### config.mk
export PLATFORM = sky130hd
export DESIGN_NAME = gpu_cmd_sequencer
export DESIGN_NICKNAME = d
export VERILOG_FILES = /design/src/rtl/gpu_cmd_sequencer.sv
export SDC_FILE = /design/constraint.sdc
export NUM_CORES = 1
export LEC_CHECK = 0
export BUFFER_PORTS_ARGS = -buffer_cell sky130_fd_sc_hd__buf_4
export CAP_MARGIN = 25
export CORE_UTILIZATION = 50
export DETAILED_ROUTE_END_ITERATION = 16
export PLACE_DENSITY = 0.74
export SLEW_MARGIN = 15
export SYNTH_ARGS = -nofsm -noshare
export SYNTH_HDL_FRONTEND = slang
export SYNTH_SLANG_ARGS = --single-unit
export TNS_END_PERCENT = 10
### constraint.sdc
create_clock -name clk -period 2.78 [get_ports clk]
set_input_delay 0.139 -clock clk [delete_from_list [all_inputs] [get_ports clk]]
set_output_delay 0.139 -clock clk [all_outputs]
set_load 0.05 [all_outputs]
### src/rtl/gpu_cmd_sequencer.sv
// Command FIFO and issue sequencer for the fill/blit engine: queues host commands,
// issues them one at a time with stable registered operands, and tracks completions/errors.
module gpu_cmd_sequencer #(
  parameter int DEPTH = 4,
  parameter int CW    = 16
) (
  input  logic                     clk,
  input  logic                     rst,
  input  logic                     cmd_valid,
  output logic                     cmd_ready,
  input  logic [1:0]               cmd_op,
  input  logic [8:0]               cmd_x1,
  input  logic [7:0]               cmd_y1,
  input  logic [8:0]               cmd_x2,
  input  logic [7:0]               cmd_y2,
  input  logic [8:0]               cmd_w,
  input  logic [7:0]               cmd_h,
  input  logic                     cmd_fill_value,
  output logic [8:0]               eng_x1,
  output logic [7:0]               eng_y1,
  output logic [8:0]               eng_x2,
  output logic [7:0]               eng_y2,
  output logic [8:0]               eng_w,
  output logic [7:0]               eng_h,
  output logic                     eng_fill_value,
  output logic                     eng_start_fill,
  output logic                     eng_start_blit,
  input  logic                     eng_busy,
  input  logic                     eng_error,
  output logic [$clog2(DEPTH):0]   queue_count,
  output logic                     idle,
  output logic                     done_pulse,
  output logic [CW-1:0]            done_count,
  output logic                     err_sticky,
  input  logic                     err_clear
);
  localparam int AW = $clog2(DEPTH);

  localparam logic [1:0] OP_NOP  = 2'd0;
  localparam logic [1:0] OP_FILL = 2'd1;
  localparam logic [1:0] OP_BLIT = 2'd2;
  localparam logic [1:0] OP_RSVD = 2'd3;

  typedef struct packed {
    logic [1:0] op;
    logic [8:0] x1;
    logic [7:0] y1;
    logic [8:0] x2;
    logic [7:0] y2;
    logic [8:0] w;
    logic [7:0] h;
    logic       fv;
  } cmd_t;

  typedef enum logic [1:0] {S_IDLE, S_ISSUE, S_ACCEPT, S_RUN} state_t;

  cmd_t          mem [DEPTH];
  cmd_t          head;
  logic [AW-1:0] wr_ptr, rd_ptr;
  logic [AW:0]   count;
  logic          full, empty, push, pop;
  state_t        state;
  logic          acc_wait;
  logic          retire, err_set;

  assign full      = (count == (AW+1)'(DEPTH));
  assign empty     = (count == '0);
  assign cmd_ready = !full;
  assign push      = cmd_valid && !full;
  assign pop       = (state == S_ISSUE);
  assign head      = mem[rd_ptr];
  assign queue_count = count;
  assign idle      = empty && (state == S_IDLE) && !eng_busy;

  always_ff @(posedge clk) begin
    if (push) mem[wr_ptr] <= '{op: cmd_op, x1: cmd_x1, y1: cmd_y1, x2: cmd_x2,
                               y2: cmd_y2, w: cmd_w, h: cmd_h, fv: cmd_fill_value};
  end

  always_ff @(posedge clk) begin
    if (rst) begin
      wr_ptr <= '0;
      rd_ptr <= '0;
      count  <= '0;
    end else begin
      if (push) wr_ptr <= wr_ptr + AW'(1);
      if (pop)  rd_ptr <= rd_ptr + AW'(1);
      case ({push, pop})
        2'b10:   count <= count + 1'b1;
        2'b01:   count <= count - 1'b1;
        default: count <= count;
      endcase
    end
  end

  // ACCEPT spans two cycles: the engine samples start in the first, busy is visible in the second.
  always_comb begin
    retire  = 1'b0;
    err_set = 1'b0;
    case (state)
      S_ISSUE: begin
        retire  = (head.op == OP_NOP) || (head.op == OP_RSVD);
        err_set = (head.op == OP_RSVD);
      end
      S_ACCEPT: begin
        retire  = acc_wait && !eng_busy;
        err_set = acc_wait && !eng_busy && eng_error;
      end
      S_RUN:   retire = !eng_busy;
      default: ;
    endcase
  end

  always_ff @(posedge clk) begin
    if (rst) begin
      state          <= S_IDLE;
      acc_wait       <= 1'b0;
      eng_x1         <= '0;
      eng_y1         <= '0;
      eng_x2         <= '0;
      eng_y2         <= '0;
      eng_w          <= '0;
      eng_h          <= '0;
      eng_fill_value <= 1'b0;
      eng_start_fill <= 1'b0;
      eng_start_blit <= 1'b0;
      done_pulse     <= 1'b0;
      done_count     <= '0;
      err_sticky     <= 1'b0;
    end else begin
      eng_start_fill <= 1'b0;
      eng_start_blit <= 1'b0;
      done_pulse     <= retire;
      if (retire) done_count <= done_count + 1'b1;
      if (err_set)        err_sticky <= 1'b1;
      else if (err_clear) err_sticky <= 1'b0;

      case (state)
        S_IDLE: begin
          acc_wait <= 1'b0;
          if (!empty && !eng_busy) state <= S_ISSUE;
        end
        S_ISSUE: begin
          eng_x1         <= head.x1;
          eng_y1         <= head.y1;
          eng_x2         <= head.x2;
          eng_y2         <= head.y2;
          eng_w          <= head.w;
          eng_h          <= head.h;
          eng_fill_value <= head.fv;
          acc_wait       <= 1'b0;
          case (head.op)
            OP_FILL: begin eng_start_fill <= 1'b1; state <= S_ACCEPT; end
            OP_BLIT: begin eng_start_blit <= 1'b1; state <= S_ACCEPT; end
            default: state <= S_IDLE;
          endcase
        end
        S_ACCEPT: begin
          acc_wait <= 1'b1;
          if (acc_wait) state <= eng_busy ? S_RUN : S_IDLE;
        end
        S_RUN: begin
          if (!eng_busy) state <= S_IDLE;
        end
        default: state <= S_IDLE;
      endcase
    end
  end
endmodule

# == After elaboration in Yosys (flattened, before gate mapping) ==
# Memory sizes are Yosys's and may differ from the RTL's. A register that Yosys moved wholly into a read port is not among the register bits.
# Index checks and enable logic that the tools add are counted.
# Widths: inputs -> output; s select.
# op_classes
addsub,5
n_eq_ne,12
muxes,18
bitwise,1
n_reduce_logical,20
# op_table
op,n
$add 16x1->16 const B,1
$mux 2,7
$eq 2x2->1 const B,5
$pmux 2 s4,1
$eq 2x1->1 const B,3
$logic_and 1x1->1,6
$mux 1,6
$pmux 3 s2,1
$reduce_bool 2->1,3
$reduce_or 2->1,3
$add 2x1->2 const B,2
$logic_not 2->1,2
$ne 2x2->1 const B,2
$pmux 1 s2,2
$add 3x1->3 const B,1
$eq 3x3->1 const B,1
$logic_not 1->1,3
$logic_not 3->1,1
$pmux 1 s3,1
$reduce_and 3->1,1
$sub 3x1->3 const B,1
$ne 2x1->1 const B,1
$logic_or 1x1->1,1
$not 1->1,1
# word_totals
ff_bits,82
ramBits,216
input_bits,60
output_inout_bits,77
wordCells,74
memories,1
# mem_list
name,words,word_bits,rd,rd_ports_with_merged_regs,wr,line,source
mem,4,54,1,1,1,57,cmd_t mem [DEPTH];

# == Depth between registers and ports, before layout ==
# Gate-level depths: netlist of run 1.
# logic_depth
ltp_word,5
ltp_mapped,11
ltp_nobuf,9

# == Worst setup path before layout of run 1 ==
# No wires, ideal clock.
# synth_path
path_kind,reg2reg
from,register count[0] (netlist: queue_count[0])
to,"memory mem[1][0] in the netlist's numbering, enable pin"
t_arrival_ps,2633
path_slack_ps,-270
stages_incl_launch_ff,3
n_path_buf,0
period_less_slack_ps,3050
cell_sequence,dfxtp_1 > or3b_1 > and3_1
# synth_via
elab_chain_len,5
# synth_lines
element,line,source
"start, declared",60,logic [AW:0] count;
"start signal, assigned",89,2'b10: count <= count + 1'b1;
"start signal, assigned",90,2'b01: count <= count - 1'b1;
"start signal, assigned",91,default: count <= count;
$eq 3x3->1,66,assign full = (count == (AW+1)'(DEPTH));
$logic_not 1->1,--,
named net cmd_ready,10,"output logic cmd_ready,"
$logic_and 1x1->1,69,assign push = cmd_valid && !full;
$mux 1,76,"if (push) mem[wr_ptr] <= '{op: cmd_op, x1: cmd_x1, y1: cmd_y1, x2: cmd_x2,"
$mux 1 (not written as such),76,
"end, declared",57,
# The timed path passes the listed nets, and every way through them passes these cells.

==> flow_metrics.py, run 1 <==
metrics = {
    "outcome": {
        "status": "finished, final reports clean",
    },
    "synth": {
        "muxShareOfSynthArea_pct": 15.8,
        "synth_top_cell_by_area": "edfxtp_1",
        "ys_async_sr_fraction_pct": 0,
        "yosys.area_share.simple_pct": 5.33,
        "synth_compound_area_share_pct": 1.88,
        "synth_xor_area_share_pct": 0.549,
        "synth.area.top_cells": "edfxtp_1 (58%), dfxtp_1 (15%), mux4_2 (11%), mux2i_1 (4.9%), nor2_1 (2.3%)",
        "netlist.area_leader.share_pct": 58.0,
        "synthCells": 632,
        "synth_top_family_by_area": "multiplexers",
        "synth_area_sq_um": 11200,
        "synth_ff_type": "edfxtp_1",
        "syn_nets": 707,
        "synth_edf_count": 216,
        "yosysWarningCount": 0,
        "avgSynthCellArea_sq_um": 17.7,
        "ys_ff_latch": 300,
        "synth_most_common_cell": "edfxtp_1",
        "yosysSeqAreaShare_pct": 73.1,
        "synth_fa_ha_area_share_pct": 1.75,
        "synthTopCellsByCount": "edfxtp_1 (216), dfxtp_1 (84), nor2_1 (67)",
        "ys_types": 37,
    },
    "global_routing": {
        "overflow": 0,
        "grt_max_degree": 84,
        "grt_pass1_vias": 6530,
        "antenna_found_initial": 0,
        "grt_usage_pct": 19.7,
        "grt_pass1_wl_mm": 34.3,
    },
    "setup_path": {
        "critPathArrivalTime_ns": 2.93,
        "r2r_end": "done_count[12]",
        "critPathSlowestCell": "or4_1",
        "rrSetupSlack_ns": 0.29,
        "path_max_fanout": 29,
        "worstSetupPathType": "reg -> reg",
        "crit_family": "simple AND/OR/NAND/NOR gates",
        "cp-start-kind": "flop",
        "crit_end": "done_count[12]",
        "path_buf_inv": 0,
        "end_kind": "flop",
        "r2r_cells": 6,
        "crit_cells": 6,
        "path_cells": "mux4_2, ha_1, nand2_1, a31o_2, or4_1, a21oi_1",
        "cpPeakStageDelay_ns": 0.57,
        "cp.required_ns": 3.23,
    },
    "timing": {
        "fin_crit_sh_pct": 89.4,
        "setup_viol_count_final": 0,
        "drv_slew": 0,
        "hold_viol": 0,
        "tightest_slew_ns": 1.01,
        "layout_min_cycle_time_ns": 2.49,
        "rsz0062_at_grt": "no",
        "maxSlewHeadroom_pct": 32.4,
        "clock_skew_ns": 0.00964,
        "fmax_mhz": 402,
    },
    "floorplan": {
        "rows": 54,
        "fp.dieH_microns": 152,
        "fp.dieW_microns": 152,
        "core_region_area_sq_um": 21900,
        "initial_utilization_pct": 51.1,
        "die-area_sq_um": 23000,
        "num_io_pins": 137,
    },
    "drt": {
        "initialDrtViolationCount": 336,
        "wirelength_mm": 22.2,
        "drc": 0,
        "vias_per_cell": 5.48,
        "drtPass1Iterations": 5,
        "ant_nets": 0,
        "dr_total_vias": 6213,
        "wl_per_cell_microns": 19.6,
    },
    "min_path": {
        "min-delay-start": "cmd_valid",
        "min_path_type": "in -> reg",
    },
    "finish": {
        "num-nets-final": 905,
        "n_fill_cell": 1542,
        "finalInstanceArea_sq_um": 14200,
        "area_delta_synth_final_pct": 26.6,
        "diodes": 0,
        "drive_above_1_share_pct": 29.6,
    },
    "clock_network": {
        "insertion_delay_ns": 0.54,
        "clockBufferDepth": 3,
        "post_cts_buffers": 0,
        "cts_made_buffers": 30,
        "cts_tree": "yes",
        "clk_pin_slew_worst_paths_ns": 0.06,
        "cts.htree.levels": 1,
        "cts_root_buf": "clkbuf_16",
        "cts.sinks": 300,
    },
    "placement": {
        "routabilityCongestion": 0.798,
        "place_area_sq_um": 12500,
        "io_buffers": 136,
        "dp_hpwl_mm": 12.2,
    },
    "power": {
        "intPower_mw": 9.60,
        "p_leak_nw": 5.03,
        "powerDensity_nw_per_um2": 964,
        "switching_power_mw": 4.05,
        "p_clk_share_pct": 31.7,
        "seqPwrFrac_pct": 41.6,
        "p_sw_share_pct": 29.7,
        "pwr-share-comb_pct": 26.7,
        "total_power_mw": 13.6,
        "max-vdd-ir-drop_mv": 0.748,
    },
    "job": {
        "cap_violations": 0,
    },
}
[sequential cells by signal, indices dropped and copies added, names as in the netlist, named ones only]
name and count:
eng_x2 9, eng_w 9, eng_y1 8, acc_wait 1
err_sticky 1, eng_start_fill 1, eng_h 8, state 2
eng_start_blit 1, rd_ptr 2, eng_y2 8, mem 216
eng_fill_value 1, wr_ptr 2, eng_x1 9, done_pulse 1
queue_count 3, done_count 16
[worst reg2reg max path, stage by stage, from the launching register on]
cell	delay (ns)
dfxtp_4	0.38
mux4_2	0.53
ha_1	0.31
nand2_1	0.07
a31o_2	0.37
or4_1	0.57
a21oi_1	0.17
[final cells by class]
cell class	count	area, sq um	share of cell area (%)
tap	280	350	2.48
clock inverter	23	289	2.04
sequential	300	8180	57.8
inverter	12	45.0	0.318
multi-input combinational	289	2860	20.2
timing repair buffer	197	1640	11.6
clock buffer	33	793	5.60
[kinds of logic after synthesis]
group / Yosys count
xor+xnor: 7
compound gates: 36
flops: 300
simple gates: 122
buf+inv: 43
fa+ha+maj: 15
mux: 109
[worst min-delay path by stage]
| stage | end | depth (start not counted) |
|---|---|---|
| after floorplan | mem[0][0] | 0 |
| after global placement | mem[0][44] | 1 |
| after detailed placement | mem[3][5] | 1 |
| after CTS | wr_ptr[1] | 4 |
| after global routing | state[0] | 4 |
| final | wr_ptr[1] | 4 |
[layer usage]
metal / wire (microns) / GRT usage (%)
met2: 11500 / 34.1
met1: 9030 / 25.7
met5: 0 / 0
met4: 267 / 4.70
met3: 1400 / 3.62
[cells in the final DEF (no fill, tap or decap), types with 7 or more instances in the layout]
cell type	netlist	layout
buf_4	0	140
nor2_1	67	67
bufinv_16	0	7
clkinv_1	0	7
mux2i_1	55	55
dlygate4sd3_1	0	56
o31ai_1	8	8
nand2_1	12	12
ha_1	14	13
o21ai_0	7	7
inv_1	12	12
dfxtp_1	84	82
clkbuf_16	0	31
or4_1	8	8
a21oi_1	18	18
mux4_2	54	54
edfxtp_1	216	216
[power by group through the flow]
stage / logic, mW / registers [mW] / clock network, mW
final: 3.65 / 5.68 / 4.32
after global placement: 3.51 / 5.73 / 0
after CTS: 3.70 / 5.68 / 4.40
after floorplan: 1.86 / 6.48 / 0
after detailed placement: 3.63 / 5.77 / 0
after global routing: 3.92 / 5.74 / 4.57
[metrics by stage]
step	utilization, %	hold slack [ns]	setup slack [ns]	setup TNS [ns]	std cells
global route	64.7	0.110	0.132	0	1134
finish	64.7	0.0930	0.295	0	1134
detailed placement	57.2	0.341	0.337	0	1022
floorplan	-	0.238	-0.270	-43.86	632
CTS	64.7	0.0650	0.321	0	1134
global placement	57.0	0.337	0.425	0	1021
[timing repair]
| action | in CTS | in global routing |
|---|---|---|
| resized for setup | 0 | 0 |
| hold buffers | 56 | 0 |
| hold endpoints to repair | 217 | 0 |
Note: power is estimated with default switching activity, not from simulation.
==> run 2: changes to the inputs <==
--- a/config.mk
+++ b/config.mk
@@ -5,11 +5,11 @@
 export SDC_FILE = /design/constraint.sdc
 export NUM_CORES = 1
 export LEC_CHECK = 0
-export BUFFER_PORTS_ARGS = -buffer_cell sky130_fd_sc_hd__buf_4
 export CAP_MARGIN = 25
 export CORE_UTILIZATION = 50
 export DETAILED_ROUTE_END_ITERATION = 16
-export PLACE_DENSITY = 0.74
+export DONT_BUFFER_PORTS = 1
+export PLACE_DENSITY = 0.69
 export SLEW_MARGIN = 15
 export SYNTH_ARGS = -nofsm -noshare
 export SYNTH_HDL_FRONTEND = slang
==> constraint.sdc (replaced) <==
create_clock -name clk -period 2.1 [get_ports clk]
set_input_delay 0.105 -clock clk [delete_from_list [all_inputs] [get_ports clk]]
set_output_delay 0.105 -clock clk [all_outputs]
set_load 0.05 [all_outputs]
==> flow_metrics.py, run 2 (synthesis results as in run 1) <==
metrics = {
    "outcome": {
        "status": "finished, violations left",
        "violations": "negative hold slack, negative setup slack",
    },
    "finish": {
        "drive_above_1_share_pct": 23.4,
        "final_cell_mix": "edfxtp_1 (216), dfxtp_1 (78), nor2_1 (66)",
        "area_delta_synth_final_pct": 20.6,
        "fin_util_pct": 61.6,
        "top_regs": "mem x216, done_count x16",
        "stdcell_count": 1039,
        "largest_reg_flops": 216,
        "regMostFlops": "mem",
        "num-nets-final": 810,
        "final_common_cell": "edfxtp_1",
    },
    "job": {
        "cap_violations": 0,
    },
    "power": {
        "max-vdd-ir-drop_mv": 0.789,
        "powerDensity_nw_per_um2": 1300,
        "p_leak_nw": 4.55,
    },
    "global_routing": {
        "antenna_found_initial": 1,
        "overflow": 0,
        "grt_pass1_vias": 6105,
        "grt_max_degree": 84,
        "grt_pass1_wl_mm": 32.6,
        "grt_usage_pct": 18.7,
    },
    "drt": {
        "ant_nets": 0,
        "wl_met1_mm": 8.61,
        "wl_met2_mm": 10.9,
        "vias_per_cell": 5.67,
        "routed.top_layer": "met4",
        "dr_wl_met3_mm": 1.62,
        "initialDrtViolationCount": 332,
        "wl_per_cell_microns": 20.8,
        "drtPass1Iterations": 6,
        "dr_total_vias": 5895,
        "drc": 0,
        "wirelength_mm": 21.6,
    },
    "clock_network": {
        "cts_root_buf": "clkbuf_16",
        "clockBufferDepth": 3,
        "cts.htree.levels": 1,
        "cts_made_buffers": 29,
        "cts_tree": "yes",
        "insertion_delay_ns": 0.54,
        "ctsHoldBuffers": 63,
        "clk_pin_slew_worst_paths_ns": 0.07,
        "cts.sinks": 300,
    },
    "timing": {
        "tightest_slew_ns": 0.797,
        "setup_viol_count_final": 14,
        "whs_ns": -0.372,
        "drv_slew": 0,
        "fin_crit_sh_pct": 107,
        "layout_min_cycle_time_ns": 2.25,
        "rsz0062_at_grt": "yes",
        "setup_ws_ns": -0.148,
        "clock_skew_ns": 0.00990,
        "fmax_mhz": 445,
        "hold_viol": 74,
        "tns_ns": -0.894,
        "maxSlewHeadroom_pct": 46.9,
    },
    "placement": {
        "io_buffers": 0,
        "dp_hpwl_mm": 12.0,
        "dp.cells": 917,
        "routabilityCongestion": 0.790,
        "pre_cts_ws_ns": -0.195,
    },
    "setup_path": {
        "cp.required_ns": 2.57,
        "cp-start-kind": "flop",
        "path_max_fanout": 7,
        "path_cells": "mux4_2, ha_4, nand2_4, a31o_4, or4_1, a21oi_2",
        "critPathSlowestCell": "mux4_2",
        "critPathArrivalTime_ns": 2.72,
        "rrSetupSlack_ns": -0.15,
        "worstSetupPathType": "reg -> reg",
        "end_kind": "flop",
        "cpPeakStageDelay_ns": 0.54,
    },
    "floorplan": {
        "fp.dieH_microns": 152,
        "rows": 54,
        "fp.dieW_microns": 152,
        "core_region_area_sq_um": 21900,
        "die-area_sq_um": 23000,
        "initial_utilization_pct": 51.1,
        "num_io_pins": 137,
    },
    "min_path": {
        "min_path_type": "in -> reg",
    },
}
## run 2: cell count changes in the layout (fill, tap and decap cells not counted), moves of 3 or more
| cell | previous run | this run |
|---|---|---|
| inv_1 | 12 | 9 |
| buf_4 | 140 | 35 |
| clkbuf_8 | 1 | 6 |
| dfxtp_1 | 82 | 78 |
| bufinv_16 | 7 | 4 |
| inv_2 | 0 | 3 |
| dfxtp_2 | 0 | 4 |
| a21oi_2 | 0 | 6 |
| clkinv_1 | 7 | 0 |
| dlygate4sd3_1 | 56 | 63 |
| a21oi_1 | 18 | 12 |
| and3_4 | 4 | 0 |
| and3_2 | 0 | 4 |
## run 2: layout make-up
class | instances | area (sq um)
Fill cell | 1565 | 8410
Clock buffer | 38 | 820
Multi-Input combinational cell | 291 | 2940
Sequential cell | 300 | 8180
Clock inverter | 16 | 199
Inverter | 12 | 45.0
Antenna cell | 1 | 2.50
Tap cell | 280 | 350
Timing Repair Buffer | 101 | 945
## run 2: final timing paths
check / cells after the start / to / startpoint
worst max-delay path: 6 / done_count[14] / flop
worst min-delay path: 1 / done_count[14] / rst
worst max register to register: 6 / done_count[14] / flop
worst min register to register: 2 / state[0] / state[0]
## run 2: power by group
part | switching (mW) | leakage [nW] | internal, mW
clock network | 2.16 | 0.498 | 3.25
registers | 1.31 | 2.67 | 7.18
logic | 1.85 | 1.39 | 1.75
## run 2: worst max-delay path, delay by kind of cell (launching register included)
kind                       cells  cell delay (ns)
AOI/OAI and AO/OA              2             0.39
adders and majority gates      1             0.30
DFF                            1             0.37
muxes                          1             0.54
and+or+nand+nor                2             0.57
## run 2: routing by layer
| layer | vias up | global-route usage [%] |
|---|---|---|
| met4 | 0 | 5.35 |
| met1 | 3019 | 23.1 |
| met2 | 172 | 32.2 |
| met3 | 41 | 5.30 |
| li1 | 2663 | - |
| met5 | - | 0 |
## run 2: timing repair
action	in CTS	in global routing
cloned	2	0
setup buffers	0	1
resized for setup	12	7
pin swaps	3	2
hold endpoints to repair	300	74
setup endpoints to repair	63	43
## run 2: metrics by stage
step,power [mW],area (sq um)
floorplan,11.1,11200
detailed placement,11.9,11700
finish,17.5,13500
global placement,11.8,11700
global route,18.2,13500
CTS,17.6,13400
